$ cat config.mk
export PLATFORM = sky130hd
export DESIGN_NAME = bios_dport_arbiter
export DESIGN_NICKNAME = d
export VERILOG_FILES = /design/src/rtl/bios_dport_arbiter.sv
export SDC_FILE = /design/constraint.sdc
export NUM_CORES = 1
export LEC_CHECK = 0
export CORE_MARGIN = 5
export CORE_UTILIZATION = 40
export DETAILED_ROUTE_END_ITERATION = 10
export PLACE_DENSITY = 0.77
export REMOVE_ABC_BUFFERS = 1
export SLEW_MARGIN = 20
export SYNTH_ARGS = -nofsm -noshare
export SYNTH_HDL_FRONTEND = slang
export SYNTH_SLANG_ARGS = --single-unit
export TNS_END_PERCENT = 50
$ cat constraint.sdc
create_clock -name clk -period 3.67 [get_ports clk]
set_clock_uncertainty 0.15 [all_clocks]
set_input_delay 0.367 -clock clk [delete_from_list [all_inputs] [get_ports clk]]
set_output_delay 0.367 -clock clk [all_outputs]
set_load 0.02 [all_outputs]
$ cat src/rtl/bios_dport_arbiter.sv
// Round-robin arbiter sharing the BIOS data read port between the core
// load path (0) and the debug/loader path (1), with per-requester response slots.
module bios_dport_arbiter #(
   parameter int ADDR_WIDTH = 12,
   parameter int DATA_WIDTH = 32
) (
   input  logic                  clk,
   input  logic                  reset,
   input  logic                  req0_valid,
   input  logic [ADDR_WIDTH-1:0] req0_addr,
   output logic                  req0_ready,
   output logic                  rsp0_valid,
   output logic [DATA_WIDTH-1:0] rsp0_data,
   input  logic                  rsp0_ready,
   input  logic                  req1_valid,
   input  logic [ADDR_WIDTH-1:0] req1_addr,
   output logic                  req1_ready,
   output logic                  rsp1_valid,
   output logic [DATA_WIDTH-1:0] rsp1_data,
   input  logic                  rsp1_ready,
   output logic [ADDR_WIDTH-1:0] mem_adr,
   output logic                  mem_en,
   input  logic [DATA_WIDTH-1:0] mem_dout,
   output logic                  busy
);

   logic                  pend0_q, pend0_d;
   logic                  pend1_q, pend1_d;
   logic                  infl_q, infl_d;
   logic                  infl_id_q, infl_id_d;
   logic                  last_q, last_d;
   logic                  rsp0_vld_q, rsp0_vld_d;
   logic                  rsp1_vld_q, rsp1_vld_d;
   logic [DATA_WIDTH-1:0] rsp0_dat_q, rsp0_dat_d;
   logic [DATA_WIDTH-1:0] rsp1_dat_q, rsp1_dat_d;

   logic hs0, hs1, elig0, elig1, gnt0, gnt1;

   // A consumed slot can be refilled by a grant in the same cycle
   assign hs0   = rsp0_vld_q & rsp0_ready;
   assign hs1   = rsp1_vld_q & rsp1_ready;
   assign elig0 = req0_valid & (~pend0_q | hs0);
   assign elig1 = req1_valid & (~pend1_q | hs1);

   always_comb begin
      gnt0 = 1'b0;
      gnt1 = 1'b0;
      if (reset) begin
         if (elig0 && elig1) begin
            gnt0 = last_q;
            gnt1 = ~last_q;
         end else begin
            gnt0 = elig0;
            gnt1 = elig1;
         end
      end
   end

   always_comb begin
      req0_ready = gnt0;
      req1_ready = gnt1;
      mem_en     = gnt0 | gnt1;
      mem_adr    = '0;
      if (gnt0) mem_adr = req0_addr;
      else if (gnt1) mem_adr = req1_addr;
      rsp0_valid = rsp0_vld_q;
      rsp0_data  = rsp0_dat_q;
      rsp1_valid = rsp1_vld_q;
      rsp1_data  = rsp1_dat_q;
      busy       = infl_q | pend0_q | pend1_q;
   end

   always_comb begin
      pend0_d    = pend0_q;
      pend1_d    = pend1_q;
      infl_d     = gnt0 | gnt1;
      infl_id_d  = infl_id_q;
      last_d     = last_q;
      rsp0_vld_d = rsp0_vld_q;
      rsp1_vld_d = rsp1_vld_q;
      rsp0_dat_d = rsp0_dat_q;
      rsp1_dat_d = rsp1_dat_q;
      if (gnt0 || gnt1) begin
         infl_id_d = gnt1;
         last_d    = gnt1;
      end
      if (gnt0) pend0_d = 1'b1;
      else if (hs0) pend0_d = 1'b0;
      if (gnt1) pend1_d = 1'b1;
      else if (hs1) pend1_d = 1'b0;
      if (hs0) rsp0_vld_d = 1'b0;
      if (hs1) rsp1_vld_d = 1'b0;
      if (infl_q && !infl_id_q) begin
         rsp0_vld_d = 1'b1;
         rsp0_dat_d = mem_dout;
      end
      if (infl_q && infl_id_q) begin
         rsp1_vld_d = 1'b1;
         rsp1_dat_d = mem_dout;
      end
   end

   always_ff @(posedge clk) begin
      if (!reset) begin
         pend0_q    <= 1'b0;
         pend1_q    <= 1'b0;
         infl_q     <= 1'b0;
         infl_id_q  <= 1'b0;
         last_q     <= 1'b1;
         rsp0_vld_q <= 1'b0;
         rsp1_vld_q <= 1'b0;
         rsp0_dat_q <= '0;
         rsp1_dat_q <= '0;
      end else begin
         pend0_q    <= pend0_d;
         pend1_q    <= pend1_d;
         infl_q     <= infl_d;
         infl_id_q  <= infl_id_d;
         last_q     <= last_d;
         rsp0_vld_q <= rsp0_vld_d;
         rsp1_vld_q <= rsp1_vld_d;
         rsp0_dat_q <= rsp0_dat_d;
         rsp1_dat_q <= rsp1_dat_d;
      end
   end

endmodule

After elaboration in Yosys (flattened, before gate mapping)
Cells that the tools add are included.
{"block": "totals", "regBits": 71, "input_bits": 62, "output_inout_bits": 82, "elab_cells": 42}
{"block": "op_classes", "mux": 12, "bitwise_logic": 12, "reduce_logical": 9}
{"op": "two-way mux 12 bit", "n": 2}
{"op": "two-way mux 1 bit", "n": 10}
{"op": "nonzero test 2 bit", "n": 4}
{"op": "OR 1 bit", "n": 5}
{"op": "AND 1 bit", "n": 4}
{"op": "logical AND 1 bit", "n": 3}
{"op": "NOT 1 bit", "n": 3}
{"op": "zero test 1 bit", "n": 1}
{"op": "logical OR 1 bit", "n": 1}

Longest topological paths before layout
Gate-level depths: netlist of the first run.
{"block": "depth", "ltp_word": 8, "mapped_depth": 5, "depth_no_buf": 3}

Worst setup path before layout of the first run
No wires, ideal clock.
{"block": "synth_path", "path_kind": "reg2out", "startpoint": "register rsp0_vld_q, in the netlist rsp0_valid", "endpoint": "output port mem_adr[0]", "t_arrival_ns": 1.322, "required_time_ns": 3.153, "path_slack_ns": 1.831, "stages_incl_launch_ff": 5, "n_path_buf": 1, "path_cell_list": "dfxtp_1 -> a21bo_2 -> o211ai_2 -> buf_6 -> o22ai_1"}
{"block": "synth_between", "elab_chain_len": 8, "word_cells_on_any_way": 10, "cone_classes": "mux (6); bitwise (3); reduce/logical (1)"}
{"item": "start, declared", "line_no": "32", "text": "logic rsp0_vld_q, rsp0_vld_d;"}
{"item": "start signal, assigned", "line_no": "120", "text": "rsp0_vld_q <= rsp0_vld_d;"}
{"item": "AND 1 bit *", "line_no": "40", "text": "assign hs0 = rsp0_vld_q & rsp0_ready;"}
{"item": "OR 1 bit *", "line_no": "42", "text": "assign elig0 = req0_valid & (~pend0_q | hs0);"}
{"item": "AND 1 bit *", "line_no": "42"}
{"item": "logical AND 1 bit", "line_no": "49", "text": "if (elig0 && elig1) begin"}
{"item": "two-way mux 1 bit", "line_no": "49"}
{"item": "two-way mux 1 bit", "line_no": "48", "text": "if (reset) begin"}
{"item": "two-way mux 12 bit", "line_no": "65", "text": "else if (gnt1) mem_adr = req1_addr;"}
{"item": "two-way mux 12 bit *", "line_no": "64", "text": "if (gnt0) mem_adr = req0_addr;"}
{"item": "end, declared", "line_no": "21", "text": "output logic [ADDR_WIDTH-1:0] mem_adr,"}
Mark *: on every way between the ends. The rest lies on a longest branch, timed or not.

Worst setup path after layout of the first run
{"block": "layout_path", "startpoint": "input port req0_valid", "endpoint": "output port mem_adr[0]"}
{"block": "layout_between", "elab_chain_len": 6, "word_cells_on_any_way": 8, "cone_classes": "mux (6); bitwise (1); reduce/logical (1)"}
{"item": "start, declared", "line_no": "9", "text": "input logic req0_valid,"}
{"item": "AND 1 bit *", "line_no": "42"}
{"item": "logical AND 1 bit", "line_no": "49"}
{"item": "two-way mux 1 bit", "line_no": "49"}
{"item": "two-way mux 1 bit", "line_no": "48"}
{"item": "two-way mux 12 bit", "line_no": "65"}
{"item": "two-way mux 12 bit *", "line_no": "64"}
Marked as above.

==> results of run 1 <==
## final timing paths
kind / start / endpoint / slack (ns) / cells past startpoint
worst max-delay path: req0_valid / mem_adr[0] / 0.75 / 5
worst min-delay path: rsp1_data[12]$_SDFFE_PN0P_ / rsp1_data[12]$_SDFFE_PN0P_ / 0.30 / 2
worst max register to register: infl_id_q$_SDFFE_PN0P_ / rsp1_data[15]$_SDFFE_PN0P_ / 1.95 / 4
worst min register to register: rsp1_data[12]$_SDFFE_PN0P_ / rsp1_data[12]$_SDFFE_PN0P_ / 0.30 / 2
## power by group
| part | switching [µW] | internal, µW | leakage [µW] |
|---|---|---|---|
| sequential | 21.7 | 809 | 0.000579 |
| combinational | 191 | 182 | 0.000896 |
| clock | 282 | 402 | 0.000110 |
## registers in the layout, summed over array words and instances (netlist names)
name,flops
pend0_q,1
rsp0_data,32
rsp1_data,32
infl_id_q,1
pend1_q,1
rsp1_valid,1
last_q,1
rsp0_valid,1
infl_q,1
## routing by layer
| layer | vias to the layer above | track usage [%] |
|---|---|---|
| met2 | 135 | 29.14 |
| met3 | 8 | 6.731 |
| li1 | 1436 | - |
| met5 | - | 0 |
| met4 | 0 | 6.498 |
| met1 | 1319 | 23.58 |
## layout by cell type (no fill, tap or decap), types with 3 or more instances in the layout
cell type / n
dfxtp_1: 71
a21oi_1: 69
nor2_1: 3
nand2_1: 153
clkbuf_8: 10
o22ai_1: 3
buf_4: 6
clkdlybuf4s50_1: 143
o22ai_2: 9
nand2b_1: 4
o21ai_0: 4
## worst reg2reg max path, stage by stage, from the launching register on
cell,delay [ns]
dfxtp_1,0.40
and2_1,0.51
buf_4,0.36
nand2_1,0.09
a21oi_1,0.14
## area by class of cell
type                    count  area [µm²]
well taps                  96       120.1
inverters                   2       7.507
fillers                   607        2350
clock inverters             5       81.33
multi-input cells         259        1234
clock buffers              11       141.4
flip-flops and latches     71        1421
repair buffers            149        1476
## cell usage after synthesis
master,n
nand2b_1,4
a21boi_2,2
a21bo_2,2
a22oi_1,1
dfxtp_1,71
o211ai_2,2
nand2_2,1
buf_6,5
or2b_2,1
a21oi_1,69
and2_1,1
nand3_1,1
and4_2,1
o21ai_0,4
nor2b_1,1
nand2_1,153
o22ai_2,9
inv_2,1
inv_1,1
nor2_1,3
buf_4,6
o22ai_1,3
or3_1,1
clkbuf_1,5
buf_2,11
## kinds of logic (layout without fill, tap and decap cells)
group	after synthesis	in the layout	share of synthesized area, %
buffers and inverters	29	167	6.443
flip-flops	71	71	50.13
AND/OR/NAND/NOR	167	167	23.26
AO/OA/AOI/OAI	92	92	20.17
## stage by stage
stage / total power (µW) / cell area (µm²) / util, %
final: 1887 / 4482 / 65.60
after CTS: 1906 / 4482 / 65.60
after floorplan: 1014 / 2660 / -
after global routing: 1968 / 4482 / 65.60
after detailed placement: 1223 / 4259 / 62.34
after global placement: 1217 / 4259 / 62.34
==> summary.txt, run 1 <==
Status
  • Status: complete, no violations

Placed design
  • Port-buffer cells: 143
  • Setup WS pre-CTS: ~0.74 ns
  • Routability cong.: 0.8083
  • DPL Wire Length: 5999 µm
  • Placed Cells: 577

Yosys
  • Synth top area share: 50.13%
  • Synthesized area: 2835 µm²
  • Yosys top cell by area: dfxtp_1
  • Syn Area/Cell: approximately 7.9 µm²
  • Post-synthesis cell count: 359
  • Synth unique cells: 25
  • Synthesis Warnings: 0
  • Synth Register Bits: 71
  • Top cells by area, synth: dfxtp_1 (50%), nand2_1 (20%), a21oi_1 (12%), o22ai_2 (4.0%), buf_6 (2.0%)
  • Seq/Total Area, Yosys: 50.13%

STA
  • Hold slack final: 0.3030 ns
  • Max Freq: 342.4 MHz
  • RSZ-0062 raised after global routing: no
  • Final WS setup: 0.7497 ns
  • Tmin final: 2.920 ns
  • Final Setup Violations: 0
  • Final Cycle Share: between 70% and 80%
  • Setup TNS: 0 ns
  • Slew margin rel.: between 40% and 50%
  • Final Hold Viols: 0
  • Pin slew with the least headroom to its limit: 0.8056 ns
  • Slew Viols, Final: 0

Clocking
  • H-tree levels: 3
  • Clk sink count: 71
  • CTS tree: yes
  • CTS Hold Bufs: 0
  • Later-pin clock latency in the skew report: 0.33 ns
  • Post-CTS sizing: 0
  • CTS root buf: clkbuf_8
  • TritonCTS buffer count: 9
  • Clock-pin slew on the worst setup and hold paths: 0.08 ns
  • Longest Clk Path Bufs: 2
  • Setup bufs post-CTS: 0

Global routing
  • Gr usage total: a little under a fifth
  • Total gr overflow: 0
  • Global-route wire length before repair: between 10000 and 15000 µm
  • Number of global-route vias before repair: around 2700
  • Initial antenna violation count: 0
  • Largest net degree at the start of global routing: 45

Die
  • Starting Density: 41.50%
  • Die ar.: 8872 µm²
  • # rows: 30
  • Core area: 6832 µm²
  • I/O pin count: 144
  • Die Wd: 94.19 µm
  • Die Height: 94.19 µm

Pwr
  • Power per cell area: roughly 420 nW/µm²
  • VDD IR-drop max: 0.1758 mV
  • Lkg Pwr: 0.001584 µW

Detailed routing
  • Vias per std cell: slightly below 5
  • DRT Pass-1 Iters: 4
  • Wire per inst: 14.12 µm
  • Initial DRC count: 164
  • Antenna Violating Nets Remaining: 0
  • Metal2 WL: 3740 µm
  • DR vias: 2898
  • Total wire length: ~8400 µm
  • Max layer used: met4
  • Wire length on met3: 886 µm
  • M1 WL: roughly 3700 µm
  • DR DRC count: 0

Setup path
  • Buffers plus inverters on the worst setup path: 2
  • CP top delay family: buffers and inverters
  • Crit path largest cell delay: 0.63 ns
  • Most used cell, CP: clkdlybuf4s50_1
  • CP max-delay cell: o211ai_2
  • Arr. time, crit path: 2.40 ns
  • CP Launch Type: input pin
  • Critical Path RT: 3.15 ns
  • Crit path capture type: output port
  • Crit-path max FO: 14
  • Worst path cell trace: clkdlybuf4s50_1, nand2_2, o211ai_2, o22ai_1, clkdlybuf4s50_1
  • Critical setup path kind: in -> out

Run
  • Max Cap Viol: 0

Cells and area
  • Area Growth Syn to Fin: 58.08%
  • Finished Layout Cells: 593
  • Layout Nets: 554
  • Ant. Diodes: 0
  • Layout cells sized above 1: under 10%

Worst hold path
  • Hold crit path type: reg -> reg
Note: power is estimated with default switching activity, not from simulation.
==> inputs of run 2 (changes only) <==
Settings changed: CORE_UTILIZATION 40 to 36, PLACE_DENSITY 0.77 to 0.73.
Clock period 3.67 ns to 2.4 ns, I/O delays scaled along.
==> run 2 against run 1 <==
Clock-buffer cell count decreased by 2. First-iteration DRC count decreased by 45%. Highest routed layer unchanged. Routed wire length increased by 1.4%. Cell area increased by 2.8%. Worst hold slack improved by 0.0019 ns. Largest cell class unchanged.
==> summary.txt, run 2 (synthesis results as in run 1) <==
Status
  • Status: complete, no violations

Cells and area
  • Most frequent cells in the layout: nand2_1 (153), clkdlybuf4s50_1 (131), dfxtp_1 (71)
  • Finished Layout Cells: about 610
  • Final Cell Area: roughly 4600 µm²
  • Ant. Diodes: 0
  • Layout cells sized above 1: 9.901%
  • Area Growth Syn to Fin: 62.49%
  • Most common cell after layout, fill and taps aside: nand2_1
  • Layout Nets: between 500 and 600

Detailed routing
  • DR vias: 2926
  • Total wire length: between 8000 and 9000 µm
  • DR DRC count: 0
  • DRT Pass-1 Iters: 6
  • Wire per inst: 14.00 µm
  • Antenna Violating Nets Remaining: 0
  • Vias per std cell: a little under 5
  • Initial DRC count: 91

STA
  • Pin slew with the least headroom to its limit: roughly 0.39 ns
  • Final Cycle Share: 96.08%
  • Slew margin rel.: 74.19%
  • Final Hold Viols: 0
  • Slew Viols, Final: 0
  • Hold slack final: 0.3049 ns
  • Final Setup Violations: 0
  • Setup TNS: 0 ns
  • Final WS setup: 0.09406 ns
  • Max Freq: 433.7 MHz
  • Tmin final: 2.306 ns
  • RSZ-0062 raised after global routing: no

Global routing
  • Largest net degree at the start of global routing: 37
  • Number of global-route vias before repair: around 2900
  • Total gr overflow: 0
  • Global-route wire length before repair: 13790 µm
  • Gr usage total: ~17%
  • Initial antenna violation count: 0

Setup path
  • Critical setup path kind: in -> out
  • CP Launch Type: input pin
  • Flop-to-flop setup slack: 0.96 ns
  • Critical Path RT: between 2 and 2.5 ns
  • Reg2Reg Depth: 4
  • R2r endpoint: rsp0_data[12]$_SDFFE_PN0P_
  • Crit-path max FO: 4
  • Arr. time, crit path: 1.92 ns
  • Worst flop-to-flop path startpoint: infl_id_q$_SDFFE_PN0P_
  • Crit path capture type: output port

Placed design
  • Placed Cells: 591
  • Setup WS pre-CTS: -0.02387 ns
  • DPL Wire Length: 6197 µm
  • Port-buffer cells: 143
  • Dpl cell area: 4377 µm²
  • Routability cong.: roughly 0.8

Worst hold path
  • Min-Delay Endpoint: rsp1_data[10]$_SDFFE_PN0P_
  • Worst Hold Launch: rsp1_data[10]$_SDFFE_PN0P_
  • Hold path depth: 2
  • Hold crit path type: reg -> reg

Die
  • I/O pin count: around 140
  • Die Height: 98.75 µm
  • # rows: 32
  • Core area: 7687 µm²
  • Die ar.: ~9800 µm²
  • Die Wd: around 99 µm
  • Starting Density: 36.88%

Run
  • Max Cap Viol: 0

Clocking
  • Clk sink count: just over 70
  • H-tree levels: 3
  • Later-pin clock latency in the skew report: 0.33 ns
  • CTS tree: yes
  • CTS root buf: clkbuf_8
  • Clock-pin slew on the worst setup and hold paths: around 0.070 ns
  • CTS Hold Bufs: 0
  • TritonCTS buffer count: 9
  • Longest Clk Path Bufs: 2

Pwr
  • VDD IR-drop max: 0.3073 mV
  • Lkg Pwr: ~0.0017 µW
  • Power per cell area: 653.3 nW/µm²
## run 2: critical path: stages
cell and delay, ns:
clkdlybuf4s50_1 0.45, a21bo_2 0.26, nand2b_1 0.11, and4_2 0.23, clkdlybuf4s50_1 0.61
## run 2: layout make-up
type	instances	area (µm²)
clock buffer	9	123.9
fill	691	3080
sequential	71	1421
inverter	2	7.507
multi-input combinational	259	1234
clock inverter	7	121.4
timing repair buffer	157	1572
tap	102	127.6
## run 2: per-layer routing
metal	global-route usage [%]	share of wire, %
met1	20.11	43
met2	30.32	49
met3	5.379	7.2
met4	5.567	0.82
met5	0	0
## run 2: what timing repair did
action	CTS	global route
resized for setup	12	0
buffers inserted	0	0
endpoints found under the setup margin	12	0
## run 2: power by group
part | switching [µW] | internal (µW)
registers | 33.0 | 1240
clock network | 455 | 694
logic | 298 | 293
total | 786 | 2220
## run 2: metrics by stage
step / total power (µW) / utilization, %
after CTS: 3039 / 59.93
after global placement: 1893 / 56.93
after global routing: 3142 / 59.93
after floorplan: 1550 / -
after detailed placement: 1903 / 56.93
final: 3010 / 59.93
## run 2: how the worst max path moves through the flow
stage                                        from                   endpoint  slack (ns)  cells past startpoint
after floorplan                 infl_q$_SDFF_PN0_  rsp0_data[0]$_SDFFE_PN0P_        0.50                      3
after global placement                 rsp0_ready                mem_adr[11]      -0.002                      6
after detailed placement               rsp0_ready                 mem_adr[0]       -0.02                      6
after CTS                 rsp1_valid$_SDFFE_PN0P_                 req1_ready        0.08                      5
after global routing      rsp1_valid$_SDFFE_PN0P_                 req1_ready        0.02                      5
final                                  rsp1_ready                 req0_ready        0.09                      5
==> inputs of run 3 (changes only) <==
Settings changed: CORE_UTILIZATION 36 to 37, CTS_BUF_LIST set to sky130_fd_sc_hd__clkbuf_4 sky130_fd_sc_hd__clkbuf_8, PLACE_DENSITY 0.73 to 0.75, SLEW_MARGIN 20 to not set.
==> run 3 against run 2 <==
Sequential cell count unchanged. Register-to-register slack worse by 0.07 ns. Sequential power about the same. Via count down 0.48%. Combinational power up 2%. Die area down 2.4%. Cell area up 1.3%. First-iteration DRC count up 26%. Sequential share of layout area down 0.41 points. Clock power up 8%. Core utilization up 1.4 points. Total power up 3.5%. Largest power group unchanged.
==> summary.txt, run 3 (synthesis results as in run 1) <==
Worst hold path
  • Hold crit path type: reg -> reg
  • Min-Delay Endpoint: rsp0_data[27]$_SDFFE_PN0P_
  • Hold path depth: 2
  • Worst Hold Launch: rsp0_data[27]$_SDFFE_PN0P_

STA
  • Final Setup Violations: 0
  • Setup TNS: 0 ns
  • Tmin final: about 2.3 ns
  • Final Cycle Share: 95.76%
  • RSZ-0062 raised after global routing: no
  • Slew Viols, Final: 0
  • Slew margin rel.: 65.83%
  • Pin slew with the least headroom to its limit: 0.5126 ns
  • Final Hold Viols: 0
  • Max Freq: 435.1 MHz

Setup path
  • Reg2Reg Depth: 4
  • Crit path largest cell delay: approximately 0.61 ns
  • Worst path cell trace: clkdlybuf4s50_1, a21bo_2, nand2b_1, and4_2, clkdlybuf4s50_1
  • Crit path capture type: output port
  • Most used cell, CP: clkdlybuf4s50_1
  • Setup crit start: rsp1_ready
  • Flop-to-flop setup slack: 0.89 ns
  • CP max-delay cell: clkdlybuf4s50_1
  • Critical Path RT: between 2 and 2.5 ns
  • Crit-path max FO: 4
  • R2r endpoint: rsp0_data[30]$_SDFFE_PN0P_
  • Arr. time, crit path: 1.91 ns
  • Worst flop-to-flop path startpoint: infl_id_q$_SDFFE_PN0P_
  • CP Launch Type: input pin
  • Critical setup path kind: in -> out

Clocking
  • CTS root buf: clkbuf_8
  • Setup bufs post-CTS: 0
  • Later-pin clock latency in the skew report: 0.33 ns
  • TritonCTS buffer count: 9
  • H-tree levels: 3
  • Clk sink count: 71
  • CTS tree: yes
  • Longest Clk Path Bufs: 2
  • Clock-pin slew on the worst setup and hold paths: around 0.08 ns

Global routing
  • Number of global-route vias before repair: about 3000
  • Met2 Use GR: between 30% and 40%
  • Met3 global-route usage: just over 7%
  • Largest net degree at the start of global routing: 49
  • Most Crowded Layer GR: met2
  • Routing usage on met1: 19.58%
  • Total gr overflow: 0
  • Global-route wire length before repair: 14140 µm
  • Initial antenna violation count: 0
  • Gr usage total: 18.03%

Cells and area
  • Area Growth Syn to Fin: 64.65%
  • Layout Nets: 560
  • Layout cells sized above 1: 9.543%
  • Finished Layout Cells: 605
  • Final Cell Area: 4668 µm²
  • Post-layout util: 61.37%
  • Most frequent cells in the layout: nand2_1 (153), clkdlybuf4s50_1 (130), dfxtp_1 (71)
  • Most common cell after layout, fill and taps aside: nand2_1
  • Ant. Diodes: 0

Run
  • Max Cap Viol: 0

Pwr
  • Lkg Pwr: 0.001819 µW
  • VDD IR-drop max: 0.3194 mV
  • Clock Power Share: about two fifths
  • Net Switching: 771.8 µW
  • Power per cell area: 667.5 nW/µm²
  • Sw Share: between 20 and 25%
  • Logic pwr share: 19.3%
  • Reg power frac: 40.8%
  • Cell-internal power: 2344 µW

Detailed routing
  • Antenna Violating Nets Remaining: 0
  • DRT Pass-1 Iters: 6
  • DR vias: slightly below 3000
  • Vias per std cell: slightly below 5
  • Wire per inst: around 14 µm
  • DR DRC count: 0
  • Initial DRC count: 115
  • Total wire length: 8725 µm

Die
  • Starting Density: 37.27%
  • Die Wd: about 98 µm
  • I/O pin count: 144
  • # rows: 32
  • Core area: 7607 µm²
  • Die Height: 97.54 µm
  • Die ar.: about 9500 µm²

Placed design
  • Placed Cells: 589
  • Routability cong.: 0.7688
  • DPL Wire Length: between 6000 and 7000 µm
  • Dpl cell area: 4387 µm²
  • Port-buffer cells: around 140

Status
  • Status: complete, no violations
run 3: cell types whose count changed in the layout (fill, tap and decap cells not counted), moves of 2 or more:
cell	delta
buf_4	-4
buf_12	+2
dlygate4sd2_1	-8
dlymetal6s2s_1	+9
clkinv_4	-3
run 3: area by class of cell:
type / count / area [µm²]
flip-flops and latches: 71 / 1421
clock buffers: 10 / 131.4
inverters: 2 / 7.507
repair buffers: 155 / 1614
well taps: 102 / 127.6
fillers: 677 / 2939
clock inverters: 6 / 132.6
multi-input cells: 259 / 1234
run 3: critical path, delay by kind of cell:
family | cells | cell delay [ns]
buf+inv | 2 | 1.07
simple gates | 2 | 0.32
compound gates | 1 | 0.27
run 3: how the worst max path moves through the flow:
stage | end | slack [ns] | cells past startpoint
finish | req0_ready | 0.10 | 5
global route | mem_en | 0.002 | 5
CTS | mem_adr[8] | 0.002 | 5
detailed placement | mem_adr[8] | 0.008 | 6
global placement | mem_adr[0] | 0.01 | 6
floorplan | rsp0_data[0]$_SDFFE_PN0P_ | 0.50 | 3
run 3: power groups by stage:
stage	Combinational, µW	Sequential, µW	Clock, µW
after global routing	647	1280	1320
after global placement	603	1290	0
after CTS	611	1270	1270
final	601	1270	1240
after floorplan	194	1360	0
after detailed placement	610	1300	0
run 3: repair_timing:
item                       4_1_cts  5_1_grt
hold buffers                     0        0
gates resized for setup          4        9
setup endpoints to repair        4        9
run 3: metrics by stage:
stage / total power (µW) / hold WS [ns] / setup slack [ns]
floorplan: 1550 / 0.1618 / 0.4969
global placement: 1898 / 0.2916 / 0.01389
detailed placement: 1908 / 0.2953 / 0.008007
CTS: 3150 / 0.2984 / 0.001734
global route: 3243 / 0.3150 / 0.001515
finish: 3116 / 0.3041 / 0.1018
run 3: per-layer routing:
layer  up-vias  share of wire (%)  wire, µm
met5         -                  0         0
met4         0                1.1        96
met3         8                9.4       816
met2       115                 51      4422
met1      1343                 39      3389
li1       1446                  -         -
==> RTL edit 1 (settings of run 3) <==
Make the reset (`reset`) asynchronous in one clocked block.
--- a/src/rtl/bios_dport_arbiter.sv
+++ b/src/rtl/bios_dport_arbiter.sv
@@ -102,3 +102,3 @@
 
-   always_ff @(posedge clk) begin
+   always_ff @(posedge clk or negedge reset) begin
       if (!reset) begin
Formal check against the unedited RTL: differs if reset is asserted again (counterexample within 4 cycles, from zero or initial values and one cycle with reset low); with reset held inactive, the same outputs for 10 cycles.
==> RTL edit 1 against run 3 <==
Cell area grew 2.8%. Sequential cell count is the same. Synthesized area grew 4.3%. Routed wire length shrank 13%. Synthesized cell count shrank 42%. Global-route usage shrank 2.5 points. Non-clock buffer count is the same. Setup slack lost 0.026 ns. Critical path depth is the same. Via count shrank 23%. Worst hold slack gained 0.051 ns. First-iteration DRC count shrank 53%.
Power is not compared: it rests on default switching activity, and its combinational part moved more than twofold at a synthesized area within 25%.
==> RTL edit 1: results (changes against run 3) <==
status: "completed"
clk-insertion-delay-late_ns: 0.34
grt_max_degree: 48  # -2.0%
dpl.hpwl_um: 5770  # -7.4%
diodes: 0  # unchanged
drive_gt1_frac: 0.293  # +0.197
maxSlewHeadroom: 0.617  # -0.0413
synth_common_cells: "dfrtp_1 (70), mux2_2 (64), nand2_1 (26)"
synth_area_leaders: "dfrtp_1 (59%), mux2_2 (24%), o22ai_2 (3.8%)"
dr.pass1.iters: 4  # -2
finalNetCount: 426  # -24%
cts_root_buf: "clkbuf_8"
portBuffers: 143  # unchanged
drt_iter0_drc: 54  # -53%
yosysUniqueCellTypes: 27  # +8.0%
clk_path_buf_depth: 2  # unchanged
worstRegToRegCells: 3  # -1
critPathMaxFanout: 13  # +9
wirelength_um: 7620  # -13%
hold_depth: 1  # -1
hold_class: "reg2reg"
synth_ff_type: "dfrtp_1"
gr-usage-all-layers: 0.155  # -0.0252
via_per_inst: 4.75  # -1.2%
grt_pass1_wl_um: 12100  # -14%
yosys_warnings: 0  # unchanged
cts.clk_slew.worst_paths_ns: 0.07
gp_congestion: 0.847  # +10%
seq_area_frac_synth: 0.601  # +0.100
antenna_found_initial: 0  # unchanged
fillCellCount: 629  # -7.1%
ir_drop_uv: 973
htreeDepth: 3  # unchanged
numCtsBuffers: 9  # unchanged
power_leakage_nw: 2.01
grt_pass1_vias: 2372  # -21%
async_flop_share: 1.00  # +1.00
cp.arrival_ns: 1.93  # +0.02 ns
-- RTL edit 1: changes by cell type in the layout (fill, tap and decap cells not counted), moves of 4 or more --
cell | run 3 | this run
buf_12 | 6 | 2
dfrtp_1 | 0 | 70
mux2_2 | 0 | 64
a21oi_1 | 69 | 0
dlymetal6s2s_1 | 9 | 0
clkdlybuf4s15_1 | 0 | 9
nand2_1 | 153 | 26
dfxtp_1 | 71 | 0
-- RTL edit 1: per-layer routing --
layer	up-vias	routed length, um	share of wire	GRT usage
met3	12	650	0.085	0.0631
met2	79	3750	0.49	0.261
li1	1052	-	-	-
met4	0	99	0.013	0.0473
met5	-	0	0	0
met1	1096	3120	0.41	0.181
-- RTL edit 1: cells by family after synthesis --
| group | after synthesis | share of synthesized area |
|---|---|---|
| AOI/OAI and AO/OA | 23 | 0.0766 |
| buffers and inverters | 16 | 0.0275 |
| DFF | 71 | 0.601 |
| muxes | 64 | 0.244 |
| and+or+nand+nor | 36 | 0.0508 |
-- RTL edit 1: cell type report --
class                           instances  area share
Multi-Input combinational cell        123       0.229
Timing Repair Buffer                  155       0.320
Clock inverter                          6      0.0224
Clock buffer                           10      0.0287
Inverter                                4     0.00313
Tap cell                              102      0.0266
Sequential cell                        71       0.370
-- RTL edit 1: path summary, 6_finish.rpt --
| kind | start | to | slack, ns |
|---|---|---|---|
| min | rsp1_data[22]$_DFFE_PN0P_ | rsp1_data[22]$_DFFE_PN0P_ | 0.36 |
| min reg2reg | rsp1_data[22]$_DFFE_PN0P_ | rsp1_data[22]$_DFFE_PN0P_ | 0.36 |
| max reg2reg | infl_id_q$_DFFE_PN0P_ | rsp0_data[4]$_DFFE_PN0P_ | 0.77 |
| min in group asynchronous | reset | rsp1_data[12]$_DFFE_PN0P_ | 0.54 |
| max | rsp0_valid$_DFFE_PN0P_ | mem_adr[11] | 0.08 |
| max in group asynchronous | reset | rsp0_data[15]$_DFFE_PN0P_ | 1.08 |
-- RTL edit 1: worst max-delay path, cell delays in order (launching register included) --
cell	delay (ns)
dfrtp_1	0.41
a21bo_4	0.22
a311o_1	0.38
buf_12	0.16
o22ai_1	0.10
clkdlybuf4s15_1	0.32
-- RTL edit 1: report_power, final --
group          leakage [nW]  total [W]  switching [W]  internal, W
clock                 0.122    0.00116       0.000440     0.000715
combinational          1.06    0.00324        0.00149      0.00174
sequential            0.828    0.00212       0.000316      0.00181
-- RTL edit 1: per-stage QoR --
step	area (um^2)	setup slack (ns)	instances
after detailed placement	4560	-0.178	454
after floorplan	2890	0.167	198
final	4800	0.0755	471
after global routing	4800	0.000328	471
after CTS	4800	0.0207	471
after global placement	4560	-0.162	454
-- RTL edit 1: what timing repair did --
item	4_1_cts	5_1_grt
resized for setup	16	13
buffers inserted	0	0
hold buffers	1	0
hold endpoints to repair	27	0
setup endpoints to repair	15	11
==> RTL edit 2 (flow settings as in run 3) <==
Without the edit above. Set the parameter `ADDR_WIDTH` to 11 (it was 12).
--- a/src/rtl/bios_dport_arbiter.sv
+++ b/src/rtl/bios_dport_arbiter.sv
@@ -3,3 +3,3 @@
 module bios_dport_arbiter #(
-   parameter int ADDR_WIDTH = 12,
+   parameter int ADDR_WIDTH = 11,
    parameter int DATA_WIDTH = 32
Interface: changed (resized mem_adr, req0_addr and req1_addr); port bits go from 144 to 141. No check against the original RTL was run, so the function may have changed too.
==> RTL edit 2 against run 3 <==
Sequential cell count unchanged. Sequential power about the same. Critical path type unchanged. Routed wire length down 5.9%. Cell area down 3.2%. Fmax up 0.16%. Clock power down 28%. Synthesized area up 0.22%. Total power down 12%. Setup slack better by 0.0037 ns. Via count down 1.1%.
==> RTL edit 2: results (changes against run 3) <==
status: "completed"
portBuffers: 140  # -2.1%
drive_gt1_frac: 0.0948  # -0.000669
synth_area_leaders: "dfxtp_1 (50%), nand2_1 (20%), a21oi_1 (12%)"
wirelength_um: 8210  # -5.9%
dr.pass1.iters: 5  # -1
grt_max_degree: 39  # -20%
cts.clk_slew.worst_paths_ns: 0.07
htreeDepth: 3  # unchanged
grt_pass1_vias: 2906  # -3.7%
place_ws_ns: 0.0162  # +0.00818 ns
diodes: 0  # unchanged
r2r_end: "rsp0_data[23]$_SDFFE_PN0P_"
dp.cells: 584  # -0.85%
r2r_start: "infl_id_q$_SDFFE_PN0P_"
tightestPinTransition_ns: 0.583  # +0.0706 ns
holdCritStartpoint: "rsp0_data[28]$_SDFFE_PN0P_"
cts_root_buf: "clkbuf_8"
timing.final.crit_share: 0.956  # -0.00153
gp_congestion: 0.807  # +4.9%
clk-insertion-delay-late_ns: 0.33  # about the same
dpl-instance-area_um2: 4330  # -1.3%
fillCellCount: 689  # +1.8%
cts_resized: 7  # +3
seq_area_frac_synth: 0.500  # -0.00110
gr-usage-all-layers: 0.171  # -0.00972
path_delay_family: "buffers and inverters"
routedWlPerCell_um: 13.7  # -4.8%
worstRegToRegCells: 4  # unchanged
yosys_warnings: 0  # unchanged
critPathMaxFanout: 3  # -1
ir_drop_uv: 263  # -18%
finalNetCount: 553  # -1.3%
dpl.hpwl_um: 6010  # -3.5%
numCtsBuffers: 9  # unchanged
hold_class: "reg2reg"
max_stage_delay_ns: 0.55  # -0.06 ns
rrSetupSlack_ns: 0.85  # -0.04 ns
async_flop_share: 0  # unchanged
yosysUniqueCellTypes: 24  # -4.0%
grt_pass1_wl_um: 13400  # -4.9%
post_cts_buffers: 0  # unchanged
synth_common_cells: "nand2_1 (151), dfxtp_1 (71), a21oi_1 (69)"
clk_path_buf_depth: 2  # unchanged
power_leakage_nw: 1.71  # -5.9%
hold_end: "rsp0_data[28]$_SDFFE_PN0P_"
via_per_inst: 4.82  # about the same
critPathCapture: "mem_en"
crit_start: "rsp0_ready"
syn_area_per_cell_um2: 7.98  # +1.1%
drt_iter0_drc: 74  # -36%
hold_slack_ns: 0.304  # +0.000184 ns
hold_depth: 2  # unchanged
antenna_found_initial: 0  # unchanged
[RTL edit 2: cell families (layout without fill, tap and decap cells)]
family	after synthesis	after routing	synth area share
AOI/OAI and AO/OA	91	91	0.201
buffers and inverters	29	169	0.0700
and+or+nand+nor	165	165	0.229
DFF	71	71	0.500
[RTL edit 2: routing by layer]
metal  share of wire  routed length (um)  vias up  GRT usage
met3           0.090                 737       16     0.0639
met5               0                   0        -          0
li1                -                   -     1428          -
met4           0.023                 188        0     0.0692
met2            0.49                3990      118      0.298
met1            0.40                3290     1318      0.185
[RTL edit 2: cell type report]
class | count | area [um^2] | area share
multi-input combinational | 256 | 1220 | 0.271
sequential | 71 | 1420 | 0.315
inverter | 2 | 7.51 | 0.00166
clock inverter | 4 | 47.5 | 0.0105
clock buffer | 10 | 138 | 0.0305
timing repair buffer | 153 | 1550 | 0.344
tap | 102 | 128 | 0.0282
[RTL edit 2: where the power goes]
part / internal, W / switching [W]
clock network: 0.000493 / 0.000404
logic: 0.000291 / 0.000292
registers: 0.00124 / 0.0000351
